## src/rtl/fifo_uart_tx.sv

```systemverilog
// fifo_uart_tx: pulls words from an upstream FIFO and serialises each one as
// a UART frame (start bit, WIDTH data bits LSB first, optional parity bit,
// one stop bit). One FIFO read per frame. When the next word is already
// waiting, consecutive frames are separated by a single idle-high cycle.
// Optional feature: define FIFO_UART_TX_PARITY_EN to insert an even parity bit
// between the last data bit and the stop bit.
module fifo_uart_tx #(
  parameter int CLOCK_FREQ = 125_000_000,
  parameter int BAUD_RATE  = 115_200,
  parameter int WIDTH      = 8
) (
  input  logic             clk,
  input  logic             rst_n,
  input  logic             enable,
  input  logic             fifo_empty,
  input  logic [WIDTH-1:0] fifo_dout,
  output logic             fifo_rd_en,
  output logic             serial_out,
  output logic             busy,
  output logic [15:0]      frames_sent
);

  localparam int CLKS_PER_BIT = CLOCK_FREQ / BAUD_RATE;
`ifdef FIFO_UART_TX_PARITY_EN
  localparam int PAR_BITS = 1;
`else
  localparam int PAR_BITS = 0;
`endif
  // Line bit positions: 0 = start, 1..WIDTH = data, then parity (if any), then stop
  localparam int NUM_BITS = WIDTH + 2 + PAR_BITS;
  localparam int CNT_W    = (CLKS_PER_BIT > 1) ? $clog2(CLKS_PER_BIT) : 1;
  localparam int IDX_W    = $clog2(NUM_BITS);

  localparam logic [CNT_W-1:0] CNT_LAST     = CNT_W'(CLKS_PER_BIT - 1);
  localparam logic [IDX_W-1:0] IDX_LAST     = IDX_W'(NUM_BITS - 1);
  localparam logic [IDX_W-1:0] IDX_DATA_END = IDX_W'(WIDTH);

  typedef enum logic [1:0] {IDLE, FETCH, SEND} state_t;

  state_t             state_reg;
  logic [CNT_W-1:0]   clk_cnt_reg;
  logic [IDX_W-1:0]   bit_idx_reg;
  logic [WIDTH-1:0]   shift_reg;
  logic               serial_out_reg;
  logic               busy_reg;
  logic [15:0]        frames_sent_reg;
  // Low until the first clock edge after reset release, so a read strobe can
  // never be issued in the partial cycle in which rst_n rises.
  logic               armed_reg;
`ifdef FIFO_UART_TX_PARITY_EN
  logic               parity_reg;
`endif

  logic bit_end;

  assign bit_end     = (clk_cnt_reg == CNT_LAST);
  assign fifo_rd_en  = (state_reg == IDLE) && enable && !fifo_empty && armed_reg;
  assign serial_out  = serial_out_reg;
  assign busy        = busy_reg;
  assign frames_sent = frames_sent_reg;

  // Frame sequencer: fetch one word, then clock out every line bit for CLKS_PER_BIT cycles
  always_ff @(posedge clk or negedge rst_n) begin
    if (!rst_n) begin
      state_reg       <= IDLE;
      clk_cnt_reg     <= '0;
      bit_idx_reg     <= '0;
      shift_reg       <= '0;
      serial_out_reg  <= 1'b1;
      busy_reg        <= 1'b0;
      frames_sent_reg <= '0;
      armed_reg       <= 1'b0;
`ifdef FIFO_UART_TX_PARITY_EN
      parity_reg      <= 1'b0;
`endif
    end else begin
      armed_reg <= 1'b1;
      case (state_reg)
        IDLE: begin
          serial_out_reg <= 1'b1;
          clk_cnt_reg    <= '0;
          bit_idx_reg    <= '0;
          if (fifo_rd_en) begin
            // Start bit goes out in the FETCH cycle itself
            state_reg      <= FETCH;
            serial_out_reg <= 1'b0;
            busy_reg       <= 1'b1;
          end
        end

        FETCH: begin
          state_reg <= SEND;
`ifdef FIFO_UART_TX_PARITY_EN
          parity_reg <= ^fifo_dout;
`endif
          if (bit_end) begin
            // Single-cycle bit period: the start bit ends here, go straight to data bit 0
            clk_cnt_reg    <= '0;
            bit_idx_reg    <= IDX_W'(1);
            serial_out_reg <= fifo_dout[0];
            shift_reg      <= fifo_dout >> 1;
          end else begin
            clk_cnt_reg <= clk_cnt_reg + 1'b1;
            shift_reg   <= fifo_dout;
          end
        end

        SEND: begin
          if (bit_end) begin
            clk_cnt_reg <= '0;
            if (bit_idx_reg == IDX_LAST) begin
              // Stop bit fully held: frame complete
              state_reg       <= IDLE;
              serial_out_reg  <= 1'b1;
              busy_reg        <= 1'b0;
              bit_idx_reg     <= '0;
              frames_sent_reg <= frames_sent_reg + 16'd1;
            end else begin
              bit_idx_reg <= bit_idx_reg + 1'b1;
              if (bit_idx_reg < IDX_DATA_END) begin
                serial_out_reg <= shift_reg[0];
                shift_reg      <= shift_reg >> 1;
              end
`ifdef FIFO_UART_TX_PARITY_EN
              else if (bit_idx_reg == IDX_DATA_END) begin
                serial_out_reg <= parity_reg;
              end
`endif
              else begin
                serial_out_reg <= 1'b1;
              end
            end
          end else begin
            clk_cnt_reg <= clk_cnt_reg + 1'b1;
          end
        end

        default: begin
          state_reg      <= IDLE;
          serial_out_reg <= 1'b1;
          busy_reg       <= 1'b0;
        end
      endcase
    end
  end

endmodule

```

## config.mk

```make
export PLATFORM = sky130hd
export DESIGN_NAME = fifo_uart_tx
export DESIGN_NICKNAME = d
export VERILOG_FILES = /design/src/rtl/fifo_uart_tx.sv
export SDC_FILE = /design/constraint.sdc
export NUM_CORES = 1
export LEC_CHECK = 0
export BUFFER_PORTS_ARGS = -buffer_cell sky130_fd_sc_hd__buf_4
export CAP_MARGIN = 10
export CORE_ASPECT_RATIO = 0.7
export CORE_MARGIN = 2
export CORE_UTILIZATION = 62
export CTS_BUF_LIST = sky130_fd_sc_hd__clkbuf_16
export CTS_CLUSTER_SIZE = 14
export DETAILED_ROUTE_END_ITERATION = 8
export GPL_TIMING_DRIVEN = 0
export PLACE_DENSITY = 0.85
export SLEW_MARGIN = 0
export SYNTH_ARGS = -nofsm -noshare
export SYNTH_HDL_FRONTEND = slang
export SYNTH_SLANG_ARGS = --single-unit
```

## constraint.sdc

```tcl
create_clock -name clk -period 5.55 [get_ports clk]
set_input_delay 0.2775 -clock clk [delete_from_list [all_inputs] [get_ports clk]]
set_output_delay 0.2775 -clock clk [all_outputs]
set_load 0.02 [all_outputs]
```

=== Word level (Yosys, flattened, before mapping) ===
Index checks and enable logic that the tools add are counted.

* Eq/ne operators: 10
* Bitwise logic cells: 1
* Magnitude comparators: 1
* Reductions and logical operators: 15
* Muxes and demuxes: 25
* Add/subtract/negate cells: 3

{| class="wikitable"
|+ Operators with widths
! cell !! number
|-
| 8-bit two-way mux || 4
|-
| 11-bit one-hot mux with 2 select lines || 1
|-
| 16-bit by 1-bit adder with 16-bit output (second input constant) || 1
|-
| 8-bit one-hot mux with 2 select lines || 1
|-
| 4-bit two-way mux || 3
|-
| 2-bit inequality test (second input constant) || 6
|-
| 4-bit one-hot mux with 3 select lines || 1
|-
| 11-bit by 1-bit adder with 11-bit output (second input constant) || 1
|-
| 11-bit == test (second input constant) || 1
|-
| 11-bit two-way mux || 1
|-
| 3-bit AND reduction || 3
|-
| 1-bit two-way mux || 8
|-
| 4-bit AND reduction || 2
|-
| 2-bit two-way mux || 3
|-
| 1-bit one-hot mux with 3 select lines || 2
|-
| 2-bit one-hot mux with 3 select lines || 1
|-
| 4-bit by 1-bit adder with 4-bit output (second input constant) || 1
|-
| 4-bit == test (second input constant) || 1
|-
| 4-bit < comparator (second input constant) || 1
|-
| 2-bit nonzero test || 2
|-
| 1-bit logical AND || 3
|-
| 3-bit nonzero test || 1
|-
| 2-bit by 1-bit == test with 1-bit output (second input constant) || 1
|-
| 2-bit == test (second input constant) || 1
|-
| 5 further kinds || 5
|}

* Word-level logic and storage cells: 63
* Bits of input ports: 12
* Flip-flop bits (word level): 44

=== Depth between registers and ports, before layout ===
Gate-level depths: netlist of run 1.

* Depth in word-level cells: 6
* Depth in mapped cells: 8
* Gate-level depth less buffers: 6

=== Least setup slack after synthesis of run 1 ===
OpenSTA, ideal clock, no wires.

* Path type: register -> register
* From: register clk_cnt_reg[7]
* To: register shift_reg[1]
* Slack: 3.414 ns
* Arrival: 2.013 ns
* Cell stages (with the launch flop): 6
* Path buffers: 1
* Data required time: 5.427 ns
* Period minus slack after synthesis: 2.136 ns
* Path through: dfrtp_1 > or4b_4 > or3_1 > buf_6 > mux2_4 > o221a_1

* Longest elaborated chain between the ends: 3
* Elaborated cells on any way between the ends: 5

{| class="wikitable"
|+ Ends and longest elaborated chain
! what !! RTL line !! RTL
|-
| start: declaration || 41 || <nowiki>logic [CNT_W-1:0] clk_cnt_reg;</nowiki>
|-
| start signal: assignment || 103 || <nowiki>clk_cnt_reg <= clk_cnt_reg + 1'b1;</nowiki>
|-
| start signal: assignment || 134 || <nowiki>clk_cnt_reg <= clk_cnt_reg + 1'b1;</nowiki>
|-
| 11-bit == test * || 56 || <nowiki>assign bit_end = (clk_cnt_reg == CNT_LAST);</nowiki>
|-
| 2-bit inequality test (no source line) or 8-bit two-way mux (tied branches) || -- ||
|-
| 4-bit AND reduction (no source line) or 8-bit one-hot mux with 2 select lines (tied branches) || -- ||
|-
| end signal: assignment || 101 || <nowiki>shift_reg <= fifo_dout >> 1;</nowiki>
|-
| end signal: assignment || 104 || <nowiki>shift_reg <= fifo_dout;</nowiki>
|-
| end signal: assignment || 122 || <nowiki>shift_reg <= shift_reg >> 1;</nowiki>
|-
| end: declaration || 43 || <nowiki>logic [WIDTH-1:0] shift_reg;</nowiki>
|}

Mark *: on every way between the ends. The rest lies on a longest branch, timed or not.
A chain may end at the register's enable or synchronous reset.

=== Worst setup path after layout of run 1 ===
* From: register state_reg[0]
* To: register shift_reg[4]

* Longest elaborated chain between the ends: 3
* Elaborated cells on any way between the ends: 8

{| class="wikitable"
|+ Ends and longest elaborated chain
! what !! RTL line !! RTL
|-
| start: declaration || 40 || <nowiki>state_t state_reg;</nowiki>
|-
| start signal: assignment || 65 || <nowiki>state_reg <= IDLE;</nowiki>
|-
| start signal: assignment || 85 || <nowiki>state_reg <= FETCH;</nowiki>
|-
| start signal: assignment || 92 || <nowiki>state_reg <= SEND;</nowiki>
|-
| 2-bit == test or 2-bit by 1-bit == test with 1-bit output (tied branches) || 78 || <nowiki>case (state_reg)</nowiki>
|-
| 2-bit inequality test (no source line) or 2-bit nonzero test (tied branches) || -- ||
|-
| 4-bit AND reduction (no source line) || -- ||
|}

Parallel ways exist; a longest one is shown, timed or not.

==> reports/metrics.csv, run 1 <==
stage,metric,value,unit
floorplan,core area,3626,um^2
synth,Yosys top cell area share,44.54,%
grt,largest net degree at the start of global routing,45,
synth,top post-synthesis cells by count,"dfrtp_1, xnor2_1, nand3_1, nor2_1, nand2_1",
timing,max_slew headroom,34.40,%
synth,Yosys warning count,0,
run_status,status,"complete, no violations",
worst_setup_path,Worst EP arrival,2.83,ns
clocking,"CTS clk-pin slew, worst paths",0.06,ns
clocking,setup bufs post-CTS,0,
power_and_ir_drop,Leakage,0.001319,uW
floorplan,IO Count,31,
clocking,clock tree buffer depth,2,
synth,dominant synthesized flop cell,dfrtp_1,
clocking,TritonCTS Buffers,5,
drt,Via density,6.000,
synth,Post-Syn Instances,228,
timing,Fmax achieved,383.4,MHz
timing,min Tclk post-route,2.608,ns
placement,routability cong.,0.8276,
worst_hold_path,worst min path class,in2reg,
worst_setup_path,CP Capture Type,register,
synth,Post-synth EDFFs,0,
finish,share of layout cells above drive strength 1,22.10,%
finish,# diodes,0,
power_and_ir_drop,total design power,615.8,uW
synth,synth top area cells,"dfrtp_1, xnor2_1, ha_1",
floorplan,std cell rows,18,
clocking,clock latency on the worst-skew pair,0.28,ns
clocking,Sink Count,44,
grt,wire length of the first global-routing pass,8542,um
floorplan,die area,4420,um^2
placement,pre-CTS WS,3.090,ns
finish,# nets final,288,
floorplan,Initial Utilization,66.63,%
worst_setup_path,critical path peak fanout,10,
timing,unrepaired setup endpoints after global routing,false,
power_and_ir_drop,VDD IR max,0.0001477,V
clocking,Post-CTS Hold Fix Bufs,1,
synth,Mean Syn Cell Area,10.60,um^2
drt,DRC viols,0,
synth,most numerous cell in the Yosys netlist,dfrtp_1,
worst_setup_path,startpoint types,register,
grt,number of global-route vias before repair,1830,
clocking,CTS Root Buffer Type,clkbuf_16,
timing,Tcrit/Tclk final,47.00,%
finish,"non-filler cells, final",317,
worst_setup_path,critical path startpoint,state_reg[0],
drt,WL final,5002,um
worst_setup_path,Crit Path Category,reg2reg,
timing,Final Max Tran Viols,0,
grt,antenna violations before repair,0,
drt,DRT iter0 DRCs,122,
finish,number of flip-flops under the largest register name,16,
drt,vias post-DR,1902,
timing,Final setup viols,0,
synth,number of distinct library cells after synthesis,47,
power_and_ir_drop,PwrDens,216.0,nW/um^2
placement,placed instance count,308,
grt,gr usage total,24.98,%
worst_setup_path,"Req. time, crit path",5.77,ns
timing,Final Hold Viols,0,
drt,WL/cell,15.78,um
grt,grt ovf,0,
placement,post-DP HPWL,3496,um
timing,Worst-Margin Slew,0.9819,ns
placement,# port buffers,30,
synth,synthesized flop and latch total,44,
worst_hold_path,hold path start,fifo_dout[7],
floorplan,Die Ht,56.23,um
worst_setup_path,Critical R2R Launch,state_reg[0],
timing,Worst Skew,0.003829,ns
job,max-capacitance violation count,0,
finish,Area growth syn-to-layout,18.02,%
clocking,Resized Gates After CTS,0,
drt,ANT nets after route,0,
synth,cell taking the most area after synthesis,dfrtp_1,
synth,Synth Net Count,250,
drt,drt first pass iters,4,
synth,sequential-to-total area share from yosys stat,45.62,%
timing,setup_tns,0,ns
clocking,H-tree level count,2,
synth,synthesized cell area,2416,um^2
synth,Async SR Flop Fraction,100.0,%
floorplan,Die W,78.61,um
clocking,CTS tree,done,
timing,Final WS setup,2.942,ns
## metrics by stage
step	hold WS, ns	utilization (%)	instance area, um^2
2_1_floorplan	-0.01809	-	2416
3_3_place_gp	0.3000	74.57	2704
3_5_place_dp	0.3015	74.57	2704
4_1_cts	0.2619	78.64	2851
5_1_grt	0.2904	78.64	2851
6_report	0.2606	78.64	2851
## cell families after synthesis
group           after synthesis  share of synthesized area, %
simple gates                 88                         20.92
flops                        44                         45.62
compound gates               33                         11.24
xor+xnor                     21                         7.613
buf+inv                      20                         3.470
mux                          11                         5.800
fa+ha+maj                    10                         5.179
other cells                   1                        0.1552
## report_power, final
| group | switching, uW | internal [uW] | leakage, uW | total, uW |
|---|---|---|---|---|
| Clock | 115 | 163 | 0.0000762 | 277 |
| Sequential | 0.0963 | 321 | 0.000584 | 321 |
| Combinational | 8.78 | 8.59 | 0.000659 | 17.4 |
| Total | 123 | 492 | 0.00132 | 616 |
## cell type report
type,count,area (um^2)
fillers,237,774.5
clock inverters,3,12.51
multi-input cells,164,1230
flip-flops and latches,44,1102
inverters,11,41.29
repair buffers,31,235.2
clock buffers,5,125.1
well taps,50,62.56
plain buffers,9,42.54
## final timing paths
kind	slack [ns]	end	cells past startpoint
setup / recovery	2.94	shift_reg[4]	7
hold reg to reg	0.47	frames_sent[15]	1
min in group asynchronous	0.50	state_reg[1]	2
max in group asynchronous	4.67	serial_out	2
setup reg to reg	2.94	shift_reg[4]	7
hold / removal	0.26	shift_reg[7]	3
## metal layers
| metal | GRT usage (%) | wire, um | vias up |
|---|---|---|---|
| met1 | 35.38 | 2408 | 927 |
| met2 | 37.61 | 2240 | 61 |
| li1 | - | - | 904 |
| met3 | 7.143 | 278 | 10 |
| met5 | 0 | 0 | - |
| met4 | 7.018 | 75 | 0 |
## cells in the final DEF, fill, tap and decap left out, drive strengths merged, types with 2 or more instances in the layout
cell type | synthesis | final
nand2 | 13 | 13
nor3 | 6 | 6
nand4 | 9 | 9
xnor2 | 20 | 20
mux2i | 2 | 2
nor4 | 2 | 2
inv | 11 | 13
a31o | 2 | 2
clkbuf | 7 | 12
and4 | 2 | 2
nand3b | 3 | 3
nand2b | 2 | 2
o41ai | 3 | 3
o21ai | 7 | 7
mux2 | 9 | 9
nor2b | 2 | 2
o21a | 2 | 2
and3 | 5 | 5
buf | 2 | 32
nor2 | 16 | 16
a21oi | 5 | 5
dfrtp | 43 | 43
o221a | 8 | 8
nand3 | 16 | 16
ha | 10 | 10
nand4b | 8 | 8
## worst max-delay path, stage by stage, from the launching register on
cell      delay [ns]
dfrtp_1         0.43
inv_1           0.11
ha_1            0.14
clkbuf_1        0.33
nor3b_1         0.85
a21bo_2         0.27
buf_2           0.20
o221a_1         0.21
Note: power is estimated with default switching activity, not from simulation.
==> run 2, diff against run 1 <==
ABC_AREA = 1   (was not set)
CORE_UTILIZATION = 53   (was 62)
PLACE_DENSITY = 0.76   (was 0.85)
clock period = 2.2 ns   (was 5.55 ns; I/O delays follow)
==> run 2 against run 1 <==
Routed wire length up 20%. Fmax up 44%. Register-to-register slack worse by 2.6 ns. First-iteration DRC count up 65%. Sequential share of layout area down 4.2 points. Via count up 28%. Worst hold slack worse by 0.15 ns. Total power rose to 4.5 times the previous value. Clock power rose to 2.6 times the previous value. Cell count up 48%. Highest routed layer unchanged.
==> reports/metrics.csv, run 2 <==
stage,metric,value,unit
timing,Tcrit/Tclk final,82.47,%
finish,Area growth syn-to-layout,16.86,%
floorplan,std cell rows,21,
grt,wire length of the first global-routing pass,10530,um
timing,Final setup viols,0,
finish,# diodes,0,
grt,largest net degree at the start of global routing,45,
drt,DRT iter0 DRCs,201,
worst_setup_path,worst path cell trace,"inv_1, ha_1, nand2_1, nor2_8, nand3_4, buf_6, nand3_1, a21oi_1",
worst_setup_path,slowest CP cell,dfrtp_1,
synth,cell taking the most area after synthesis,dfrtp_1,
timing,Fmax achieved,551.2,MHz
finish,"most common cell after layout, fill and taps aside",nand2_1,
clocking,Sink Count,44,
drt,drt first pass iters,5,
clocking,H-tree level count,2,
timing,Final WS setup,0.3858,ns
power_and_ir_drop,VDD IR max,0.0005233,V
clocking,CTS tree,done,
timing,Worst-Margin Slew,0.5523,ns
drt,vias post-DR,2440,
drt,WL/cell,12.79,um
synth,number of distinct library cells after synthesis,32,
grt,GRT met2 Usage,31.06,%
placement,routability cong.,0.9044,
worst_hold_path,hold path start,fifo_dout[7],
timing,Worst Skew,0.003550,ns
synth,Mean Syn Cell Area,7.566,um^2
floorplan,core area,4887,um^2
placement,pre-CTS WS,0.3941,ns
synth,dominant synthesized flop cell,dfrtp_1,
grt,antenna violations before repair,0,
finish,Sequential Area,1102,um^2
synth,Synth Net Count,384,
floorplan,IO Count,31,
worst_setup_path,max incr delay on CP,0.38,ns
worst_hold_path,worst min path class,in2reg,
synth,Yosys top cell area share,39.29,%
timing,unrepaired setup endpoints after global routing,false,
worst_setup_path,critical path startpoint,clk_cnt_reg[0],
finish,fin util,65.49,%
worst_setup_path,Crit Path Category,reg2reg,
floorplan,Die W,89.92,um
placement,post-DP HPWL,4508,um
grt,gr usage total,22.97,%
timing,Final Hold Viols,0,
timing,setup_tns,0,ns
drt,Via density,5.191,
job,max-capacitance violation count,0,
synth,Post-synth EDFFs,0,
finish,number of flip-flops under the largest register name,16,
timing,Final Max Tran Viols,0,
finish,# nets final,422,
grt,number of global-route vias before repair,2203,
synth,synthesized cell area,2739,um^2
clocking,Post-CTS Hold Fix Bufs,1,
finish,filler instances,450,
clocking,setup bufs post-CTS,0,
timing,final hold slack,0.1141,ns
worst_setup_path,family with the most delay on the worst path,simple AND/OR/NAND/NOR gates,
worst_setup_path,Worst EP arrival,1.97,ns
clocking,CTS Root Buffer Type,clkbuf_16,
worst_setup_path,Critical R2R Launch,clk_cnt_reg[0],
finish,"commonest non-fill, non-tap cells in the layout","nand2_1, dfrtp_1, nand3_1",
synth,Async SR Flop Fraction,100.0,%
synth,sequential-to-total area share from yosys stat,40.25,%
clocking,"CTS clk-pin slew, worst paths",0.06,ns
drt,ANT nets after route,0,
clocking,Resized Gates After CTS,0,
timing,min Tclk post-route,1.814,ns
drt,WL final,6013,um
power_and_ir_drop,Leakage,0.001587,uW
synth,synth top area cells,"dfrtp_1, nand2_1, nand3_1",
worst_setup_path,CP Capture Type,register,
power_and_ir_drop,PwrDens,871.6,nW/um^2
grt,M1 GR Usage,36.18,%
synth,Yosys warning count,0,
run_status,status,"complete, no violations",
finish,share of layout cells above drive strength 1,15.96,%
clocking,TritonCTS Buffers,5,
drt,DRC viols,0,
clocking,clock tree buffer depth,2,
floorplan,Initial Utilization,56.04,%
floorplan,die area,5768,um^2
timing,max_slew headroom,63.18,%
floorplan,Die Ht,64.15,um
synth,synthesized flop and latch total,44,
worst_setup_path,critical path peak fanout,10,
grt,grt ovf,0,
placement,# port buffers,30,
finish,Multi-input gate area,1441,um^2
synth,most numerous cell in the Yosys netlist,nand2_1,
clocking,clock latency on the worst-skew pair,0.29,ns
worst_setup_path,Worst Path Buf+Inv,2,
worst_setup_path,"Req. time, crit path",2.36,ns
grt,GRT Max-Usage Layer,met1,
worst_setup_path,startpoint types,register,
synth,top post-synthesis cells by count,"nand2_1, dfrtp_1, nand3_1",
synth,Post-Syn Instances,362,
grt,grt met3 use,6.132,%
run 2: cell count changes after synthesis, moves of 8 or more:
cell      change
nand2_1     +103
nand3_1      +23
inv_1        +21
nor2_1       +16
xnor2_1      -16
nand4b_1      -8
run 2: worst register-to-register path, stage by stage, from the launching register on:
cell and delay (ns):
dfrtp_1 0.38, inv_1 0.11, ha_1 0.20, nand2_1 0.16, nor2_8 0.23, nand3_4 0.14, buf_6 0.17, nand3_1 0.19
a21oi_1 0.12
run 2: layer usage:
layer / vias to the layer above / part of all wire, % / wire, um
li1: 1245 / - / -
met1: 1127 / 53 / 3209
met2: 61 / 39 / 2365
met3: 7 / 6.1 / 366
met4: 0 / 1.2 / 72
met5: - / 0 / 0
run 2: through the flow:
step	power, uW	area (um^2)	cells
floorplan	1797	2739	362
global placement	2045	3050	461
detailed placement	2076	3050	461
CTS	2812	3201	470
global route	3021	3201	470
finish	2789	3201	470
run 2: cell type report:
class	count	area share (%)
plain buffers	8	1.876
multi-input cells	274	45.04
repair buffers	31	7.350
flip-flops and latches	44	34.44
inverters	36	4.222
well taps	69	2.697
clock buffers	5	3.909
clock inverters	3	0.4691
run 2: cells by family (layout without fill, tap and decap cells):
logic type,Yosys count,after routing,share of synthesized area (%)
AO/OA/AOI/OAI,29,29,5.802
other,1,1,0.1369
buffers and inverters,44,83,7.126
adder cells (fa/ha/maj),10,10,4.568
flip-flops,44,44,40.25
AND/OR/NAND/NOR,221,221,37.69
XOR/XNOR,13,13,4.431
run 2: final timing paths:
| kind | slack, ns | to | depth (start not counted) |
|---|---|---|---|
| worst min-delay path | 0.11 | shift_reg[7] | 3 |
| max in group asynchronous | 1.47 | state_reg[1] | 2 |
| min in group asynchronous | 0.36 | shift_reg[5] | 2 |
| worst min register to register | 0.49 | serial_out | 2 |
| worst max-delay path | 0.39 | clk_cnt_reg[0] | 8 |
| worst max register to register | 0.39 | clk_cnt_reg[0] | 8 |
run 2: power by group:
group	leakage, uW	internal, uW	switching [uW]
combinational	0.000931	347	652
sequential	0.000587	964	99.7
clock	0.0000687	413	315
==> run 3, diff against run 2 <==
CORE_UTILIZATION = 58   (was 53)
PLACE_DENSITY = 0.79   (was 0.76)
clock period = 1.7 ns   (was 2.2 ns; I/O delays follow)
==> run 3 against run 2 <==
Fmax up 10%. Worst hold slack worse by 0.060 ns. Cell count is 1.5% lower. Routed wire length rose by 9.1%. Clock-buffer cell count did not move. Register-to-register slack worse by 0.33 ns. Largest power group is now combinational cells.
==> reports/metrics.csv, run 3 (synthesis gave the netlist of run 2 again) <==
stage,metric,value,unit
floorplan,Die Ht,61.50,um
floorplan,Initial Utilization,61.84,%
grt,wire length of the first global-routing pass,10380,um
clocking,clock latency on the worst-skew pair,0.29,ns
finish,Sequential Area,1102,um^2
power_and_ir_drop,VDD IR max,0.0009630,V
placement,pre-CTS WS,-0.08888,ns
placement,post-DP HPWL,4586,um
finish,fin util,75.42,%
floorplan,die area,5297,um^2
clocking,CTS tree,done,
timing,Final Max Tran Viols,0,
timing,Final setup viols,0,
placement,# port buffers,30,
clocking,TritonCTS Buffers,5,
timing,max_slew headroom,62.35,%
drt,ANT nets after route,0,
floorplan,Die W,86.14,um
job,max-capacitance violation count,0,
finish,"most common cell after layout, fill and taps aside",nand2_1,
timing,Tcrit/Tclk final,96.89,%
floorplan,IO Count,31,
finish,# nets final,429,
finish,# diodes,0,
worst_setup_path,"Req. time, crit path",1.88,ns
drt,drt first pass iters,5,
worst_setup_path,CP Capture Type,register,
timing,setup_tns,0,ns
clocking,CTS Root Buffer Type,clkbuf_16,
grt,largest net degree at the start of global routing,45,
worst_hold_path,hold path start,fifo_dout[7],
power_and_ir_drop,sequential power share,35.0,%
finish,filler instances,349,
power_and_ir_drop,NetSw,1474,uW
grt,number of global-route vias before repair,2141,
grt,gr usage total,25.78,%
drt,WL final,6561,um
worst_setup_path,Worst EP arrival,1.83,ns
floorplan,std cell rows,20,
worst_setup_path,slowest CP cell,dfrtp_1,
clocking,Sink Count,44,
timing,Final Hold Viols,0,
timing,Fmax achieved,607.1,MHz
power_and_ir_drop,Int Pwr,2495,uW
worst_setup_path,critical path peak fanout,10,
drt,DRT iter0 DRCs,253,
worst_hold_path,worst min path class,in2reg,
placement,routability cong.,0.9206,
drt,WL/cell,14.17,um
worst_setup_path,worst path cell trace,"ha_1, inv_1, buf_4, nand3_1, nor2_2, xor2_1, nor2_1",
worst_setup_path,Critical R2R Launch,state_reg[0],
drt,Via density,5.477,
worst_setup_path,Worst Path Buf+Inv,2,
timing,Final WS setup,0.05292,ns
worst_setup_path,startpoint types,register,
finish,Multi-input gate area,1501,um^2
finish,"non-filler cells, final",463,
worst_setup_path,max incr delay on CP,0.41,ns
finish,number of flip-flops under the largest register name,16,
power_and_ir_drop,Leakage,0.001675,uW
timing,min Tclk post-route,1.647,ns
power_and_ir_drop,part of the power in combinational logic,37.2,%
worst_setup_path,family with the most delay on the worst path,flip-flops,
clocking,clock tree buffer depth,2,
run_status,status,"complete, no violations",
grt,antenna violations before repair,0,
placement,placed instance count,447,
finish,Area growth syn-to-layout,21.97,%
drt,vias post-DR,2536,
power_and_ir_drop,sw frac,37.15,%
timing,Worst-Margin Slew,0.5648,ns
clocking,"CTS clk-pin slew, worst paths",0.06,ns
floorplan,core area,4429,um^2
clocking,H-tree level count,2,
grt,grt ovf,0,
drt,DRC viols,0,
finish,"commonest non-fill, non-tap cells in the layout","nand2_1, dfrtp_1, nand3_1",
finish,share of layout cells above drive strength 1,20.83,%
power_and_ir_drop,total design power,3969,uW
power_and_ir_drop,PwrDens,1188,nW/um^2
worst_setup_path,Crit Path Category,reg2reg,
worst_setup_path,critical path startpoint,state_reg[0],
power_and_ir_drop,Clk pwr share,27.8,%
timing,Worst Skew,0.004674,ns
## run 3: cell types whose count changed in the layout (fill, tap and decap cells not counted), sizes merged
cell	delta
bufinv	+1
clkinvlp	-1
buf	+7
inv	-1
clkinv	+1
## run 3: tightest hold or removal path: cells and delay by family
kind	cells	cell delay [ns]
AND/OR/NAND/NOR	2	0.14
buffers and inverters	1	0.08
## run 3: cell type report
cell class / count / share of cell area, %
Multi-Input combinational cell: 274 / 44.94
Sequential cell: 44 / 33.00
Timing Repair Buffer: 38 / 8.652
Inverter: 36 / 4.120
Clock buffer: 5 / 3.745
Buffer: 8 / 2.210
Tap cell: 55 / 2.060
Clock inverter: 3 / 1.273
## run 3: power groups by stage
| stage | sequential, uW | combinational (uW) | clock, uW |
|---|---|---|---|
| floorplan | 1390 | 931 | 0 |
| global route | 1410 | 1660 | 1150 |
| global placement | 1390 | 1260 | 0 |
| detailed placement | 1400 | 1290 | 0 |
| finish | 1390 | 1480 | 1100 |
| CTS | 1390 | 1330 | 1110 |
## run 3: worst paths after layout
path	cells past startpoint	end	slack (ns)
max in group asynchronous	2	serial_out	0.98
max	7	clk_cnt_reg[9]	0.05
min	3	shift_reg[7]	0.05
max reg2reg	7	clk_cnt_reg[9]	0.05
min in group asynchronous	2	armed_reg	0.33
min reg2reg	2	busy	0.48
## run 3: metal layers
metal,GRT usage [%],share of wire [%],vias to the layer above
li1,-,-,1261
met1,40.24,51,1186
met2,37.21,42,82
met3,4.424,6.4,7
met4,6.349,0.84,0
met5,0,0,-
## run 3: stage by stage
step / hold slack [ns] / area (um^2)
floorplan: -0.2106 / 2739
global placement: 0.1195 / 3033
detailed placement: 0.1224 / 3033
CTS: 0.05652 / 3247
global route: 0.07383 / 3341
finish: 0.05403 / 3341
## run 3: what timing repair did
action                                  CTS  global route
pin swaps                                 1             4
endpoints found under the hold margin    43             0
hold buffers                              1             0
cloned                                    0             1
endpoints found under the setup margin   28            30
buffers inserted                          2             4
gates resized for setup                   7            17
